==> src/rtl/dcache_pkg.sv <==
// Shared types and constants for the N-way data-cache controller.
//   state_t          : controller FSM states
//   DATA_SEL_*       : data_in_sel encodings (CPU write data vs. pmem line)
//   ADDR_SEL_*       : pmem_addr_sel encodings (CPU address vs. victim tag+index)
//   way_bits()       : width of a way index for a given associativity
package dcache_pkg;

    typedef enum logic [1:0] {
        LOOKUP     = 2'd0,
        WRITE_BACK = 2'd1,
        FILL       = 2'd2
    } state_t;

    localparam logic DATA_SEL_CPU    = 1'b0;
    localparam logic DATA_SEL_PMEM   = 1'b1;
    localparam logic ADDR_SEL_CPU    = 1'b0;
    localparam logic ADDR_SEL_VICTIM = 1'b1;

    // At least one bit so a way index is always a legal vector.
    function automatic int way_bits(input int ways);
        return (ways > 1) ? $clog2(ways) : 1;
    endfunction

endpackage

==> src/rtl/plru_tree.sv <==
// Tree pseudo-LRU for one set, purely combinational.
//   plru_in    : WAYS-1 tree bits; node 0 is the root, children of i are 2i+1 / 2i+2
//   access_way : way just accessed (hit)
//   victim_way : way selected by following the tree bits (0 = lower half)
//   plru_next  : plru_in with every node on access_way's path pointing away from it
module plru_tree
    import dcache_pkg::*;
#(
    parameter  int WAYS = 4,
    localparam int WB   = way_bits(WAYS)
) (
    input  logic [WAYS-2:0] plru_in,
    input  logic [WB-1:0]   access_way,
    output logic [WB-1:0]   victim_way,
    output logic [WAYS-2:0] plru_next
);

    // Padding to WAYS bits lets a WB-bit node index address the tree exactly.
    logic [WAYS-1:0] tree;
    logic [WAYS-1:0] nxt;
    logic [WB-1:0]   vnode;
    logic [WB-1:0]   unode;
    logic [WB-1:0]   path;

    always_comb begin
        tree       = {1'b0, plru_in};
        nxt        = tree;
        vnode      = '0;
        unode      = '0;
        path       = access_way;
        victim_way = '0;
        // Victim walk: each node bit picks the half holding the victim.
        for (int l = 0; l < WB; l++) begin
            victim_way = WB'({victim_way, tree[vnode]});
            vnode      = WB'(2 * int'(vnode) + 1 + int'(tree[vnode]));
        end
        // Update walk: MSB-first along the accessed way, point each node away.
        for (int l = 0; l < WB; l++) begin
            nxt[unode] = ~path[WB-1];
            unode      = WB'(2 * int'(unode) + 1 + int'(path[WB-1]));
            path       = path << 1;
        end
        plru_next = nxt[WAYS-2:0];
    end

endmodule

==> src/rtl/dcache_ctrl_nway.sv <==
// N-way set-associative data-cache controller (LOOKUP / WRITE_BACK / FILL).
//   CPU side   : mem_read, mem_write, mem_byte_enable256 -> mem_resp
//   Array side : hit_way, valid_out, dirty_out, plru_in ->
//                plru_next/load_plru, load_tag, load_valid/set_valid,
//                load_dirty/set_dirty, data_in_sel, write_enable
//   Pmem side  : pmem_addr_sel, pmem_read, pmem_write <- pmem_resp
// Outputs are combinational from state and inputs; the victim way is latched
// at the miss decision so array/PLRU changes during the miss cannot move it.
module dcache_ctrl_nway
    import dcache_pkg::*;
#(
    parameter  int WAYS       = 4,
    parameter  int LINE_BYTES = 32,
    localparam int WB         = way_bits(WAYS),
    localparam int WEW        = WAYS * LINE_BYTES
) (
    input  logic                  clk,
    input  logic                  rst_n,
    input  logic                  mem_read,
    input  logic                  mem_write,
    input  logic [LINE_BYTES-1:0] mem_byte_enable256,
    output logic                  mem_resp,
    input  logic [WAYS-1:0]       hit_way,
    input  logic [WAYS-1:0]       valid_out,
    input  logic [WAYS-1:0]       dirty_out,
    input  logic [WAYS-2:0]       plru_in,
    output logic [WAYS-2:0]       plru_next,
    output logic                  load_plru,
    output logic [WAYS-1:0]       load_tag,
    output logic [WAYS-1:0]       load_valid,
    output logic                  set_valid,
    output logic [WAYS-1:0]       load_dirty,
    output logic                  set_dirty,
    output logic                  data_in_sel,
    output logic [WEW-1:0]        write_enable,
    output logic                  pmem_addr_sel,
    output logic                  pmem_read,
    output logic                  pmem_write,
    input  logic                  pmem_resp
);

    state_t        state;
    logic [WB-1:0] victim_q;
    logic [WB-1:0] hit_idx;
    logic [WB-1:0] inv_idx;
    logic [WB-1:0] plru_victim;
    logic [WB-1:0] victim;
    logic [WAYS-2:0] tree_next;
    logic          any_invalid;
    logic          req;
    logic          is_write;
    logic          hit;

    assign req      = mem_read | mem_write;
    assign is_write = mem_write & ~mem_read;   // read wins when both are up
    assign hit      = |hit_way;

    // Descending scan so the lowest set bit wins (multi-hot hit is illegal).
    always_comb begin
        hit_idx     = '0;
        inv_idx     = '0;
        any_invalid = 1'b0;
        for (int w = WAYS - 1; w >= 0; w--) begin
            if (hit_way[w]) hit_idx = WB'(w);
            if (!valid_out[w]) begin
                inv_idx     = WB'(w);
                any_invalid = 1'b1;
            end
        end
    end

    plru_tree #(.WAYS(WAYS)) u_plru (
        .plru_in    (plru_in),
        .access_way (hit_idx),
        .victim_way (plru_victim),
        .plru_next  (tree_next)
    );

    assign victim = any_invalid ? inv_idx : plru_victim;

    always_ff @(posedge clk) begin
        if (!rst_n) begin
            state    <= LOOKUP;
            victim_q <= '0;
        end else begin
            case (state)
                LOOKUP: begin
                    if (req && !hit) begin
                        victim_q <= victim;
                        state    <= dirty_out[victim] ? WRITE_BACK : FILL;
                    end
                end
                WRITE_BACK: if (pmem_resp) state <= FILL;
                FILL:       if (pmem_resp) state <= LOOKUP;
                default:    state <= LOOKUP;
            endcase
        end
    end

    always_comb begin
        mem_resp      = 1'b0;
        plru_next     = '0;
        load_plru     = 1'b0;
        load_tag      = '0;
        load_valid    = '0;
        set_valid     = 1'b0;
        load_dirty    = '0;
        set_dirty     = 1'b0;
        data_in_sel   = DATA_SEL_CPU;
        write_enable  = '0;
        pmem_addr_sel = ADDR_SEL_CPU;
        pmem_read     = 1'b0;
        pmem_write    = 1'b0;
        case (state)
            LOOKUP: begin
                if (req && hit) begin
                    mem_resp  = 1'b1;
                    load_plru = 1'b1;
                    plru_next = tree_next;
                    if (is_write) begin
                        write_enable = WEW'(mem_byte_enable256) << (int'(hit_idx) * LINE_BYTES);
                        load_dirty   = WAYS'(1) << hit_idx;
                        set_dirty    = 1'b1;
                    end
                end
            end
            WRITE_BACK: begin
                pmem_write    = 1'b1;
                pmem_addr_sel = ADDR_SEL_VICTIM;
                if (pmem_resp) load_dirty = WAYS'(1) << victim_q;
            end
            FILL: begin
                pmem_read   = 1'b1;
                data_in_sel = DATA_SEL_PMEM;
                // Array writes only when the line is actually on the bus.
                if (pmem_resp) begin
                    write_enable = {LINE_BYTES{1'b1}} << (int'(victim_q) * LINE_BYTES);
                    load_tag     = WAYS'(1) << victim_q;
                    load_valid   = WAYS'(1) << victim_q;
                    set_valid    = 1'b1;
                    load_dirty   = WAYS'(1) << victim_q;
                end
            end
            default: ;
        endcase
    end

endmodule

==> config.mk <==
export PLATFORM = sky130hd
export DESIGN_NAME = dcache_ctrl_nway
export DESIGN_NICKNAME = d
export VERILOG_FILES = /design/src/rtl/dcache_pkg.sv /design/src/rtl/plru_tree.sv /design/src/rtl/dcache_ctrl_nway.sv
export SDC_FILE = /design/constraint.sdc
export NUM_CORES = 1
export LEC_CHECK = 0
export BUFFER_PORTS_ARGS = -buffer_cell sky130_fd_sc_hd__buf_4
export CAP_MARGIN = 20
export CORE_MARGIN = 4
export CORE_UTILIZATION = 25
export CTS_BUF_LIST = sky130_fd_sc_hd__clkbuf_2
export CTS_CLUSTER_DIAMETER = 200
export DETAILED_ROUTE_END_ITERATION = 12
export GPL_TIMING_DRIVEN = 0
export PLACE_DENSITY = 0.68
export SETUP_SLACK_MARGIN = 0.05
export SYNTH_ARGS = -nofsm -noshare
export SYNTH_HDL_FRONTEND = slang
export SYNTH_SLANG_ARGS = --single-unit
==> constraint.sdc <==
create_clock -name clk -period 3.25 [get_ports clk]
set_clock_uncertainty 0.1 [all_clocks]
set_input_delay 0.4875 -clock clk [delete_from_list [all_inputs] [get_ports clk]]
set_output_delay 0.4875 -clock clk [all_outputs]
set_load 0.05 [all_outputs]
==> After elaboration in Yosys (flattened, before gate mapping) <==
Cells that the tools add are included.
{ "classes": {"add_sub_neg": 2, "order_cmp": 4, "n_eq_ne": 5, "n_shift": 4, "mux": 45, "n_bitwise": 5, "n_reduce_logical": 9} }
{ "ops": {"columns": ["op", "count"], "rows": [
  ["128-bit two-way mux", 3],
  ["128-bit case mux with 2 select lines", 1],
  ["32-bit by 7-bit << shifter with 128-bit output", 1],
  ["32-bit by 7-bit << shifter with 128-bit output, first input constant", 1],
  ["2-bit two-way mux", 13],
  ["1-bit two-way mux", 16],
  ["4-bit two-way mux", 4],
  ["2-bit by 3-bit < comparator with 1-bit output, second input constant", 3],
  ["4-bit case mux with 2 select lines", 1],
  ["1-bit by 2-bit << shifter with 4-bit output, first input constant", 2],
  ["3-bit two-way mux", 2],
  ["2-bit != test, second input constant", 3],
  ["2-bit case mux with 3 select lines", 1],
  ["1-bit by 1-bit adder with 2-bit output, first input constant", 2],
  ["1-bit binary-select mux with 2-bit select", 2],
  ["4-bit bitwise mux", 1],
  ["4-bit OR reduction", 1],
  ["1-bit logical AND", 3],
  ["1-bit NOT", 3],
  ["3-bit AND reduction", 1],
  ["1-bit demux with 2-bit select", 1],
  ["2-bit by 1-bit equality test with 1-bit output, second input constant", 1],
  ["2-bit equality test, second input constant", 1],
  ["2-bit by 1-bit greater-or-equal comparator with 1-bit output, second input constant", 1],
  ["6 further kinds", 6]
]} }
{ "totals": {"reg_bits": 4, "output_inout_bits": 151} }

==> Logic depth before layout (Yosys ltp) <==
Gate-level depths: netlist of run 1.
{ "logic_depth": {"word_depth": 12, "mapped_depth": 8, "depth_no_buf": 7} }

==> Cells and area by module <==
A second synthesis of run 1 with hierarchy kept.
{ "unflattened": {"cells_unflattened": 279, "hier_area_um2": 1572.8} }
{ "modules_own_cells": {"columns": ["module", "instances", "cells_per_inst", "area_each_um2", "seq_area_each_um2"], "rows": [
  ["dcache_ctrl_nway", 1, 271, 1530.2, 80.1],
  ["plru_tree", 1, 8, 42.5, 0.0]
]} }

==> Least setup slack after synthesis of run 1 <==
Ideal clock, no wire load.
{ "synth_timing": {"path_type": "register to output", "start": "register state[0]", "end": "output write_enable[0]", "t_arrival_ns": 2.645, "setup_slack_ns": 0.017, "path_stages_with_launch": 8, "n_path_buf": 2, "cell_sequence": "dfxtp_1 > inv_1 > ha_1 > or2_2 > clkbuf_1 > buf_2 > nand2_1 > o21ai_0"} }
{ "synth_via": {"elab_chain_cells": 2, "word_cells_on_any_way": 3} }
{ "synth_lines": {"columns": ["element", "line", "text"], "rows": [
  ["start, declared", "dcache_ctrl_nway.sv:42", "state_t state;"],
  ["start signal, assigned", "dcache_ctrl_nway.sv:90", "state <= dirty_out[victim] ? WRITE_BACK : FILL;"],
  ["2-bit equality test / 2-bit zero test (equally long branches)", "dcache_ctrl_nway.sv:114", "case (state)"],
  ["128-bit case mux with 2 select lines (*)", "dcache_ctrl_nway.sv:114", null],
  ["end, declared", "dcache_ctrl_nway.sv:35", "output logic [WEW-1:0] write_enable,"]
]} }
Mark *: on every way between the ends. The rest lies on a longest branch, timed or not.

==> Worst setup path after layout of run 1 <==
{ "layout_timing": {"start": "register state[1]", "end": "output write_enable[70]"} }
Same word-level chain as after synthesis.

==> results of run 1 <==
flip-flops by register name, summed over array words and instances, names as in the netlist:
signal,flops
state,2
victim_q,2
cell type report:
class                           count  area, µm²
Buffer                             35      165.2
Clock buffer                        3      15.01
Sequential cell                     4      80.08
Timing Repair Buffer              202       1516
Tap cell                           72      90.09
Inverter                            8      30.03
Fill cell                         606       2515
Multi-Input combinational cell    227       1196
worst max-delay path, delay by kind of cell (launching register included):
family	cells	cell delay [ps]
buffers and inverters	3	630
adders and majority gates	1	300
AOI/OAI and AO/OA	1	240
and+or+nand+nor	3	570
DFF	1	340
routing by layer:
layer / GRT usage / vias to the layer above / part of all wire
met5: 0 / - / 0
met4: 0.06187 / 0 / 0.028
met3: 0.04612 / 26 / 0.079
met2: 0.4548 / 168 / 0.51
met1: 0.2877 / 1325 / 0.38
li1: - / 1369 / -
cell families after synthesis:
family,Yosys count,synth area share
compound gates,141,0.4975
simple gates,76,0.2398
buf+inv,43,0.1326
mux,6,0.04167
fa+ha+maj,4,0.03401
flops,4,0.05442
power by group through the flow:
stage	sequential (mW)	combinational [mW]	clock (mW)
6_report	0.0758	2.27	0.0459
5_1_grt	0.0782	2.39	0.0506
4_1_cts	0.0759	2.26	0.0467
3_5_place_dp	0.0770	2.25	0
3_3_place_gp	0.0752	2.25	0
2_1_floorplan	0.0729	1.58	0
placed cells by master (no fill, tap or decap), types with 5 or more instances in the layout:
cell,n
nor2_1,9
inv_1,8
o21ai_0,103
buf_4,209
nand3_1,8
o21ai_1,28
clkbuf_2,5
clkbuf_1,18
nand2_1,44
mux2i_1,5
a21oi_1,5
final timing paths:
path                  from          endpoint  slack (ps)
setup / recovery  state[1]  write_enable[70]         380
hold / removal    state[0]          state[0]         420
setup reg to reg  state[1]       victim_q[0]        1460
hold reg to reg   state[0]          state[0]         420
per-stage QoR:
stage / hold WS [ps] / setup WS (ps) / utilization
2_1_floorplan: 380.3 / 17.21 / -
3_3_place_gp: 402.5 / 644.0 / 0.5489
3_5_place_dp: 409.7 / 616.7 / 0.5489
4_1_cts: 418.2 / 378.5 / 0.5515
5_1_grt: 438.1 / 134.5 / 0.5515
6_report: 418.0 / 382.3 / 0.5515
==> flow_summary.html, run 1 <==
<table>
<tr><th>Metric</th><th>Value</th></tr>
<tr><th colspan="2">Logic synthesis</th></tr>
<tr><td>Share of synthesized registers carrying an async set or reset</td><td>0</td></tr>
<tr><td>Primary FF master, synth</td><td>dfxtp_1</td></tr>
<tr><td>Synthesized instance count</td><td>274</td></tr>
<tr><td>Library cell with the largest summed area after synthesis</td><td>o21ai_0</td></tr>
<tr><td>Synthesized area</td><td>1471 µm²</td></tr>
<tr><td>Synthesized flop and latch total</td><td>4</td></tr>
<tr><td>Distinct cell type count of the synthesized netlist</td><td>32</td></tr>
<tr><td>Number of nets produced by synthesis</td><td>330</td></tr>
<tr><td>Cell types with the largest area share after synthesis</td><td>o21ai_0 (45%), nand2_1 (11%), dfxtp_1 (5.4%)</td></tr>
<tr><td>Number of synthesized flops with an enable pin</td><td>0</td></tr>
<tr><td>Yosys top cell area share</td><td>0.4456</td></tr>
<tr><td>Most numerous cell in the Yosys netlist</td><td>o21ai_0</td></tr>
<tr><td>Syn avg cell area</td><td>5.370 µm²</td></tr>
<tr><td>Fraction of the yosys area taken by sequential cells</td><td>0.05442</td></tr>
<tr><td>Yosys warning count</td><td>0</td></tr>
<tr><td>Most instantiated cells after synthesis</td><td>o21ai_0 (131), nand2_1 (44), clkbuf_1 (18)</td></tr>
<tr><th colspan="2">Routing</th></tr>
<tr><td>Number of design-rule violations left by the first detailed-router iteration</td><td>136</td></tr>
<tr><td>Average wire per cell in the routed design</td><td>17.79 µm</td></tr>
<tr><td>Total vias in the final route</td><td>2888</td></tr>
<tr><td>Remaining routing DRC violations</td><td>0</td></tr>
<tr><td>Number of nets with antenna violations after detailed routing</td><td>0</td></tr>
<tr><td>Number of vias per cell</td><td>around 5.2</td></tr>
<tr><td>TritonRoute pass-1 iters</td><td>5</td></tr>
<tr><td>Routed wire length</td><td>9805 µm</td></tr>
<tr><th colspan="2">Floorplan</th></tr>
<tr><td>Die H</td><td>84.72 µm</td></tr>
<tr><td>Area of the placeable core</td><td>5608 µm²</td></tr>
<tr><td>Die X-Extent</td><td>84.72 µm</td></tr>
<tr><td>Number of I/O pins</td><td>203</td></tr>
<tr><td>Row Count</td><td>27</td></tr>
<tr><td>Total die area</td><td>7177 µm²</td></tr>
<tr><td>Starting density of the core</td><td>0.2624</td></tr>
<tr><th colspan="2">Power</th></tr>
<tr><td>Sequential power share</td><td>0.032</td></tr>
<tr><td>Design internal power</td><td>0.6896 mW</td></tr>
<tr><td>Proportion of power drawn by the clock network</td><td>0.019</td></tr>
<tr><td>Static leakage</td><td>1.771 nW</td></tr>
<tr><td>Logic pwr share</td><td>0.949</td></tr>
<tr><td>Total power per unit cell area</td><td>around 770 nW/µm²</td></tr>
<tr><td>Switching fraction of total power</td><td>0.7117</td></tr>
<tr><td>Net switching power</td><td>1.702 mW</td></tr>
<tr><td>Peak supply drop</td><td>around 0.77 mV</td></tr>
<tr><td>Overall power consumption</td><td>2.392 mW</td></tr>
<tr><th colspan="2">Placement</th></tr>
<tr><td>Post-detail-place hpwl</td><td>8079 µm</td></tr>
<tr><td>Instance area at placement</td><td>3078 µm²</td></tr>
<tr><td>Placed cell count</td><td>548</td></tr>
<tr><td>Gp weighted congestion</td><td>0.8902</td></tr>
<tr><td>Port buffer count</td><td>just over 200</td></tr>
<tr><th colspan="2">STA</th></tr>
<tr><td>Slew headroom</td><td>0.6352</td></tr>
<tr><td>Final hold violations</td><td>0</td></tr>
<tr><td>Worst Tran Pin Value</td><td>541.5 ps</td></tr>
<tr><td>RSZ-0062 raised after global routing</td><td>false</td></tr>
<tr><td>Final Max Slew Viols</td><td>0</td></tr>
<tr><td>Setup violations, final</td><td>0</td></tr>
<tr><td>Portion of the clock cycle consumed by the worst path in the final layout</td><td>0.8824</td></tr>
<tr><td>Maximum clock frequency</td><td>348.7 MHz</td></tr>
<tr><td>Crit path time final</td><td>2868 ps</td></tr>
<tr><td>Setup Total Neg Slack</td><td>0 ps</td></tr>
<tr><th colspan="2">Status</th></tr>
<tr><td>Outcome</td><td>completed</td></tr>
<tr><th colspan="2">Global routing</th></tr>
<tr><td>Global-route total usage across every layer</td><td>0.2457</td></tr>
<tr><td>Total gr overflow</td><td>0</td></tr>
<tr><td>Via count of the first global-routing pass</td><td>2596</td></tr>
<tr><td>Global-route wire length before repair</td><td>14470 µm</td></tr>
<tr><td>Initial antenna violation count</td><td>0</td></tr>
<tr><td>Maximum number of pins on one net before global-route repair</td><td>11</td></tr>
<tr><th colspan="2">Min path</th></tr>
<tr><td>Number of stages on the worst hold path</td><td>2</td></tr>
<tr><td>Class of the tightest hold or removal check</td><td>reg2reg</td></tr>
<tr><th colspan="2">Layout</th></tr>
<tr><td>N_diodes</td><td>0</td></tr>
<tr><td>Proportion of layout cells with a drive suffix above 1</td><td>0.4718</td></tr>
<tr><td>Area added between synthesis and finish</td><td>110.2%</td></tr>
<tr><td>Post-route cell area</td><td>3093 µm²</td></tr>
<tr><td>Net count, final</td><td>about 540</td></tr>
<tr><td>Non-filler cells in the finished layout</td><td>551</td></tr>
<tr><th colspan="2">Clocking</th></tr>
<tr><td>TritonCTS clock tree</td><td>yes</td></tr>
<tr><td>Maximum level of the CTS H-tree</td><td>1</td></tr>
<tr><td>Post-cts resize count</td><td>0</td></tr>
<tr><td>Clock Path Buffers</td><td>2</td></tr>
<tr><td>Clock insertion delay at the later pin of the skew report</td><td>about 200 ps</td></tr>
<tr><td>Number of buffers inserted to repair setup after CTS</td><td>0</td></tr>
<tr><td>Library cell used as clock root buffer</td><td>clkbuf_2</td></tr>
<tr><td>Clock transition at the register clock pins on the worst setup and hold paths after CTS</td><td>about 40 ps</td></tr>
<tr><td>Hold-fix buffers, CTS</td><td>0</td></tr>
<tr><td>Count of clock tree sinks</td><td>4</td></tr>
<tr><td>Cts bufs inserted</td><td>3</td></tr>
<tr><th colspan="2">Flow run</th></tr>
<tr><td>Max_cap viols</td><td>0</td></tr>
<tr><th colspan="2">Setup path</th></tr>
<tr><td>Max stage delay cell, worst path</td><td>dfxtp_1</td></tr>
<tr><td>Critical path capture point type</td><td>output port</td></tr>
<tr><td>Maximum net fanout on the critical path</td><td>10</td></tr>
<tr><td>FF-to-FF path depth</td><td>7</td></tr>
<tr><td>Critical Path AT</td><td>roughly 2300 ps</td></tr>
<tr><td>Startpoint type of the worst setup path</td><td>flop</td></tr>
<tr><td>Data required time at the worst endpoint</td><td>2660 ps</td></tr>
<tr><td>Worst setup path category</td><td>reg2out</td></tr>
<tr><td>Critical-path cell list</td><td>inv_1 &gt; ha_1 &gt; nand2_1 &gt; nor2_2 &gt; nand3_1 &gt; clkbuf_1 &gt; o21ai_0 &gt; buf_4</td></tr>
<tr><td>Slowest Stage Delay on Critical Path</td><td>340 ps</td></tr>
</table>
Note: power is estimated with default switching activity, not from simulation.
==> inputs of run 2 (changes only) <==
Clock period 3.25 ns to 3.65 ns, I/O delays scaled along.
==> run 2 against run 1 <==
Via count up 0.21%; wire length rose by 0.24%; worst hold slack got worse by 3.0 ps; design area is the same; critical path depth stayed put; critical endpoint is now write_enable[59].
==> flow_summary.html, run 2 (synthesis gave the netlist of run 1 again) <==
<table>
<tr><th>Metric</th><th>Value</th></tr>
<tr><th colspan="2">Flow run</th></tr>
<tr><td>Max_cap viols</td><td>0</td></tr>
<tr><th colspan="2">Routing</th></tr>
<tr><td>Number of design-rule violations left by the first detailed-router iteration</td><td>171</td></tr>
<tr><td>Number of nets with antenna violations after detailed routing</td><td>0</td></tr>
<tr><td>Total vias in the final route</td><td>2894</td></tr>
<tr><td>TritonRoute pass-1 iters</td><td>4</td></tr>
<tr><td>Number of vias per cell</td><td>5.252</td></tr>
<tr><td>Average wire per cell in the routed design</td><td>approximately 18 µm</td></tr>
<tr><td>Routed wire length</td><td>9829 µm</td></tr>
<tr><td>Remaining routing DRC violations</td><td>0</td></tr>
<tr><th colspan="2">Placement</th></tr>
<tr><td>Port buffer count</td><td>202</td></tr>
<tr><td>Post-detail-place hpwl</td><td>8144 µm</td></tr>
<tr><td>Gp weighted congestion</td><td>0.8883</td></tr>
<tr><td>Minimum setup slack after placement</td><td>894.2 ps</td></tr>
<tr><th colspan="2">Clocking</th></tr>
<tr><td>Clock transition at the register clock pins on the worst setup and hold paths after CTS</td><td>40 ps</td></tr>
<tr><td>Library cell used as clock root buffer</td><td>clkbuf_2</td></tr>
<tr><td>Cts bufs inserted</td><td>3</td></tr>
<tr><td>Clock insertion delay at the later pin of the skew report</td><td>200 ps</td></tr>
<tr><td>Post-cts resize count</td><td>0</td></tr>
<tr><td>Clock Path Buffers</td><td>2</td></tr>
<tr><td>TritonCTS clock tree</td><td>yes</td></tr>
<tr><td>Hold-fix buffers, CTS</td><td>0</td></tr>
<tr><td>Number of buffers inserted to repair setup after CTS</td><td>0</td></tr>
<tr><td>Count of clock tree sinks</td><td>4</td></tr>
<tr><td>Maximum level of the CTS H-tree</td><td>1</td></tr>
<tr><th colspan="2">Layout</th></tr>
<tr><td>Filler Cells Inserted</td><td>613</td></tr>
<tr><td>Net count, final</td><td>537</td></tr>
<tr><td>Proportion of layout cells with a drive suffix above 1</td><td>0.4718</td></tr>
<tr><td>Area added between synthesis and finish</td><td>110.2%</td></tr>
<tr><td>N_diodes</td><td>0</td></tr>
<tr><td>Commonest non-fill, non-tap cells in the layout</td><td>buf_4 (209), o21ai_0 (131), nand2_1 (44), clkbuf_1 (18), nor2_1 (9)</td></tr>
<tr><td>Registers with the most flip-flops</td><td>state: 2 flops, victim_q: 2 flops</td></tr>
<tr><td>Leading cell type in the layout, fill and taps excluded</td><td>buf_4</td></tr>
<tr><th colspan="2">STA</th></tr>
<tr><td>Final hold violations</td><td>0</td></tr>
<tr><td>Portion of the clock cycle consumed by the worst path in the final layout</td><td>0.8265</td></tr>
<tr><td>Slew headroom</td><td>0.6476</td></tr>
<tr><td>Worst Tran Pin Value</td><td>523.1 ps</td></tr>
<tr><td>Crit path time final</td><td>3017 ps</td></tr>
<tr><td>Setup Total Neg Slack</td><td>0 ps</td></tr>
<tr><td>Final Max Slew Viols</td><td>0</td></tr>
<tr><td>Hold slack</td><td>415.0 ps</td></tr>
<tr><td>Setup violations, final</td><td>0</td></tr>
<tr><td>Maximum clock frequency</td><td>331.5 MHz</td></tr>
<tr><td>Final setup slack of the worst path</td><td>633.4 ps</td></tr>
<tr><td>RSZ-0062 raised after global routing</td><td>false</td></tr>
<tr><th colspan="2">Status</th></tr>
<tr><td>Outcome</td><td>completed</td></tr>
<tr><th colspan="2">Setup path</th></tr>
<tr><td>Critical Path AT</td><td>2370 ps</td></tr>
<tr><td>Critical path capture point type</td><td>output port</td></tr>
<tr><td>Data required time at the worst endpoint</td><td>3000 ps</td></tr>
<tr><td>Worst setup path category</td><td>reg2out</td></tr>
<tr><td>Startpoint type of the worst setup path</td><td>flop</td></tr>
<tr><td>Maximum net fanout on the critical path</td><td>10</td></tr>
<tr><th colspan="2">Power</th></tr>
<tr><td>Switching fraction of total power</td><td>0.7130</td></tr>
<tr><td>Sequential power share</td><td>0.032</td></tr>
<tr><td>Logic pwr share</td><td>0.950</td></tr>
<tr><td>Peak supply drop</td><td>about 0.50 mV</td></tr>
<tr><td>Net switching power</td><td>around 1.5 mW</td></tr>
<tr><td>Total power per unit cell area</td><td>686.5 nW/µm²</td></tr>
<tr><td>Static leakage</td><td>1.774 nW</td></tr>
<tr><td>Design internal power</td><td>slightly above 0.6 mW</td></tr>
<tr><td>Proportion of power drawn by the clock network</td><td>0.019</td></tr>
<tr><th colspan="2">Floorplan</th></tr>
<tr><td>Area of the placeable core</td><td>5608 µm²</td></tr>
<tr><td>Die H</td><td>84.72 µm</td></tr>
<tr><td>Total die area</td><td>7177 µm²</td></tr>
<tr><td>Starting density of the core</td><td>0.2624</td></tr>
<tr><td>Row Count</td><td>27</td></tr>
<tr><td>Number of I/O pins</td><td>203</td></tr>
<tr><td>Die X-Extent</td><td>~85 µm</td></tr>
<tr><th colspan="2">Global routing</th></tr>
<tr><td>Via count of the first global-routing pass</td><td>2730</td></tr>
<tr><td>Maximum number of pins on one net before global-route repair</td><td>11</td></tr>
<tr><td>Global-route wire length before repair</td><td>14950 µm</td></tr>
<tr><td>Global-route total usage across every layer</td><td>0.2523</td></tr>
<tr><td>Initial antenna violation count</td><td>0</td></tr>
<tr><td>Total gr overflow</td><td>0</td></tr>
<tr><th colspan="2">Min path</th></tr>
<tr><td>Class of the tightest hold or removal check</td><td>reg2reg</td></tr>
</table>
-- run 2: changes by cell type in the layout (fill, tap and decap cells not counted) --
cell	delta
o21ai_0	+28
o21ai_1	-28
-- run 2: worst paths after layout --
| path | depth (start not counted) | slack [ps] | start | endpoint |
|---|---|---|---|---|
| worst max-delay path | 8 | 630 | state[1] | write_enable[59] |
| worst min-delay path | 2 | 410 | state[0] | state[0] |
| worst max register to register | 7 | 1850 | state[1] | victim_q[0] |
| worst min register to register | 2 | 410 | state[0] | state[0] |
-- run 2: final cells by class --
| class | count | area, µm² | area share |
|---|---|---|---|
| multi-input combinational | 227 | 1196 | 0.3867 |
| clock buffer | 3 | 15.01 | 0.004854 |
| inverter | 8 | 30.03 | 0.009709 |
| sequential | 4 | 80.08 | 0.02589 |
| tap | 72 | 90.09 | 0.02913 |
| timing repair buffer | 202 | 1516 | 0.4903 |
| buffer | 35 | 165.2 | 0.05340 |
-- run 2: worst max-delay path, stage by stage, from the launching register on --
cell,delay (ps)
dfxtp_1,340
inv_1,90
ha_1,310
nand2_1,120
nor2_2,150
nand3b_1,240
clkbuf_1,290
o21ai_0,340
buf_4,260
-- run 2: layer usage --
| layer | wire (µm) | track usage | vias to the layer above | part of all wire |
|---|---|---|---|---|
| li1 | - | - | 1366 | - |
| met4 | 357 | 0.09928 | 0 | 0.036 |
| met5 | 0 | 0 | - | 0 |
| met1 | 3725 | 0.3001 | 1341 | 0.38 |
| met3 | 809 | 0.04122 | 24 | 0.082 |
| met2 | 4936 | 0.4477 | 163 | 0.50 |
-- run 2: metrics by stage --
stage / utilization / area [µm²] / cells / total power [mW]
global placement: 0.5489 / 3078 / 548 / 2.061
floorplan: - / 1471 / 274 / 1.455
global route: 0.5515 / 3093 / 551 / 2.243
detailed placement: 0.5489 / 3078 / 548 / 2.076
CTS: 0.5515 / 3093 / 551 / 2.119
finish: 0.5515 / 3093 / 551 / 2.123
-- run 2: power groups by stage --
stage	combinational, mW	sequential, mW	clock (mW)
3_3_place_gp	1.99	0.0670	0
4_1_cts	2.01	0.0677	0.0409
5_1_grt	2.13	0.0695	0.0453
3_5_place_dp	2.01	0.0686	0
2_1_floorplan	1.39	0.0649	0
6_report	2.02	0.0677	0.0395
==> inputs of run 3 (changes only) <==
Settings changed: PLACE_DENSITY 0.68 to 0.7.
Clock period 3.65 ns to 2.5 ns, I/O delays scaled along.
==> run 3 against run 2 <==
Combinational power grew 62%; die area is the same; sequential share of layout area shrank 0.33 points; critical path type unchanged; largest cell class unchanged.
==> flow_summary.html, run 3 (synthesis gave the netlist of run 1 again) <==
<table>
<tr><th>Metric</th><th>Value</th></tr>
<tr><th colspan="2">STA</th></tr>
<tr><td>Maximum clock frequency</td><td>419.4 MHz</td></tr>
<tr><td>Setup violations, final</td><td>0</td></tr>
<tr><td>Final Max Slew Viols</td><td>0</td></tr>
<tr><td>Worst Tran Pin Value</td><td>479.1 ps</td></tr>
<tr><td>Final hold violations</td><td>0</td></tr>
<tr><td>RSZ-0062 raised after global routing</td><td>false</td></tr>
<tr><td>Portion of the clock cycle consumed by the worst path in the final layout</td><td>0.9537</td></tr>
<tr><td>Crit path time final</td><td>2384 ps</td></tr>
<tr><td>Setup Total Neg Slack</td><td>0 ps</td></tr>
<tr><td>Slew headroom</td><td>0.6772</td></tr>
<tr><td>Hold slack</td><td>between 300 and 400 ps</td></tr>
<tr><th colspan="2">Global routing</th></tr>
<tr><td>Total gr overflow</td><td>0</td></tr>
<tr><td>Global-route wire length before repair</td><td>15420 µm</td></tr>
<tr><td>Global-route total usage across every layer</td><td>0.2590</td></tr>
<tr><td>Via count of the first global-routing pass</td><td>approximately 2900</td></tr>
<tr><td>Maximum number of pins on one net before global-route repair</td><td>11</td></tr>
<tr><td>Initial antenna violation count</td><td>0</td></tr>
<tr><th colspan="2">Floorplan</th></tr>
<tr><td>Area of the placeable core</td><td>5608 µm²</td></tr>
<tr><td>Starting density of the core</td><td>0.2624</td></tr>
<tr><td>Total die area</td><td>7177 µm²</td></tr>
<tr><td>Number of I/O pins</td><td>between 200 and 250</td></tr>
<tr><td>Die X-Extent</td><td>84.72 µm</td></tr>
<tr><td>Die H</td><td>approximately 85 µm</td></tr>
<tr><td>Row Count</td><td>27</td></tr>
<tr><th colspan="2">Min path</th></tr>
<tr><td>Class of the tightest hold or removal check</td><td>in2reg</td></tr>
<tr><th colspan="2">Clocking</th></tr>
<tr><td>Clock insertion delay at the later pin of the skew report</td><td>220 ps</td></tr>
<tr><td>Cts bufs inserted</td><td>3</td></tr>
<tr><td>Clock Path Buffers</td><td>2</td></tr>
<tr><td>Library cell used as clock root buffer</td><td>clkbuf_2</td></tr>
<tr><td>Clock transition at the register clock pins on the worst setup and hold paths after CTS</td><td>50 ps</td></tr>
<tr><td>TritonCTS clock tree</td><td>yes</td></tr>
<tr><td>Count of clock tree sinks</td><td>4</td></tr>
<tr><td>Hold-fix buffers, CTS</td><td>0</td></tr>
<tr><td>Maximum level of the CTS H-tree</td><td>1</td></tr>
<tr><th colspan="2">Setup path</th></tr>
<tr><td>Worst setup path category</td><td>reg2out</td></tr>
<tr><td>Startpoint type of the worst setup path</td><td>flop</td></tr>
<tr><td>Data required time at the worst endpoint</td><td>around 2000 ps</td></tr>
<tr><td>Maximum net fanout on the critical path</td><td>10</td></tr>
<tr><td>Critical path capture point type</td><td>output port</td></tr>
<tr><td>Critical Path AT</td><td>roughly 1900 ps</td></tr>
<tr><th colspan="2">Power</th></tr>
<tr><td>Sequential power share</td><td>0.031</td></tr>
<tr><td>Static leakage</td><td>1.995 nW</td></tr>
<tr><td>Overall power consumption</td><td>3.438 mW</td></tr>
<tr><td>Total power per unit cell area</td><td>941.4 nW/µm²</td></tr>
<tr><td>Design internal power</td><td>1.058 mW</td></tr>
<tr><td>Peak supply drop</td><td>0.7673 mV</td></tr>
<tr><td>Logic pwr share</td><td>0.951</td></tr>
<tr><td>Switching fraction of total power</td><td>0.6923</td></tr>
<tr><td>Proportion of power drawn by the clock network</td><td>0.018</td></tr>
<tr><td>Net switching power</td><td>approximately 2.4 mW</td></tr>
<tr><th colspan="2">Routing</th></tr>
<tr><td>Number of nets with antenna violations after detailed routing</td><td>0</td></tr>
<tr><td>Remaining routing DRC violations</td><td>0</td></tr>
<tr><td>Routed wire length</td><td>10230 µm</td></tr>
<tr><td>Number of design-rule violations left by the first detailed-router iteration</td><td>142</td></tr>
<tr><td>Number of vias per cell</td><td>5.329</td></tr>
<tr><td>Average wire per cell in the routed design</td><td>18.27 µm</td></tr>
<tr><td>Total vias in the final route</td><td>2984</td></tr>
<tr><td>TritonRoute pass-1 iters</td><td>4</td></tr>
<tr><th colspan="2">Placement</th></tr>
<tr><td>Instance area at placement</td><td>3129 µm²</td></tr>
<tr><td>Gp weighted congestion</td><td>0.9112</td></tr>
<tr><td>Post-detail-place hpwl</td><td>8092 µm</td></tr>
<tr><td>Port buffer count</td><td>202</td></tr>
<tr><th colspan="2">Layout</th></tr>
<tr><td>Final design utilization</td><td>0.6513</td></tr>
<tr><td>Proportion of layout cells with a drive suffix above 1</td><td>0.6455</td></tr>
<tr><td>Registers with the most flip-flops</td><td>state: 2 flops, victim_q: 2 flops</td></tr>
<tr><td>Filler Cells Inserted</td><td>525</td></tr>
<tr><td>Area added between synthesis and finish</td><td>148.2%</td></tr>
<tr><td>Post-route cell area</td><td>between 3000 and 4000 µm²</td></tr>
<tr><td>Net count, final</td><td>546</td></tr>
<tr><td>Leading cell type in the layout, fill and taps excluded</td><td>buf_4</td></tr>
<tr><td>N_diodes</td><td>0</td></tr>
<tr><td>Commonest non-fill, non-tap cells in the layout</td><td>buf_4 (190), o21ai_1 (99), buf_6 (39), nand2_1 (31), o21ai_2 (29)</td></tr>
<tr><th colspan="2">Flow run</th></tr>
<tr><td>Max_cap viols</td><td>0</td></tr>
<tr><th colspan="2">Status</th></tr>
<tr><td>Outcome</td><td>completed</td></tr>
</table>
==> run 3: changes by cell type in the layout (fill, tap and decap cells not counted), sizes merged <==
cell | previous run | this run
inv | 8 | 7
clkinvlp | 0 | 1
clkbuf | 23 | 18
buf | 217 | 231
==> run 3: critical path, cell delays in order, from the launching register on <==
cell,delay (ps)
dfxtp_2,330
inv_2,80
ha_4,180
nand2_1,110
nor2_4,160
nand4b_1,110
buf_4,180
buf_6,160
o21ai_1,190
buf_6,180
==> run 3: power groups by stage <==
stage                     registers [mW]  clock network, mW  logic, mW
after floorplan                   0.0951                  0       2.15
after global placement            0.0978                  0       3.00
final                              0.105             0.0634       3.27
after global routing               0.108             0.0649       3.44
after detailed placement          0.0992                  0       3.03
after CTS                         0.0981             0.0631       3.16
==> run 3: final timing paths <==
path            start           endpoint  slack (ps)  cells after the start
max          state[0]  write_enable[124]         120                      9
min             rst_n        victim_q[0]         330                      2
max reg2reg  state[0]        victim_q[0]         940                      7
min reg2reg  state[0]           state[0]         400                      2
==> run 3: cell type report <==
cell class | instances | area [µm²] | share of cell area
Timing Repair Buffer | 212 | 1719 | 0.4707
Sequential cell | 4 | 82.58 | 0.02261
Buffer | 34 | 295.3 | 0.08085
Tap cell | 72 | 90.09 | 0.02467
Inverter | 8 | 33.78 | 0.009250
Multi-Input combinational cell | 227 | 1416 | 0.3878
Clock buffer | 3 | 15.01 | 0.004111
==> run 3: what timing repair did <==
action,4_1_cts,5_1_grt
cloned,1,0
pin swaps,2,3
endpoints found under the setup margin,133,137
resized for setup,79,68
buffers inserted,4,5
==> run 3: routing by layer <==
metal	up-vias	global-route usage	share of wire	wire (µm)
met5	-	0	0	0
met4	0	0.08633	0.046	469
met2	163	0.4776	0.51	5221
li1	1394	-	-	-
met1	1389	0.2981	0.37	3808
met3	38	0.04514	0.072	734
==> run 3: stage by stage <==
| step | worst slack [ps] | cells |
|---|---|---|
| global placement | -45.20 | 548 |
| finish | 115.8 | 560 |
| CTS | -2.846 | 555 |
| floorplan | -75.63 | 274 |
| detailed placement | -75.68 | 548 |
| global route | 33.90 | 560 |
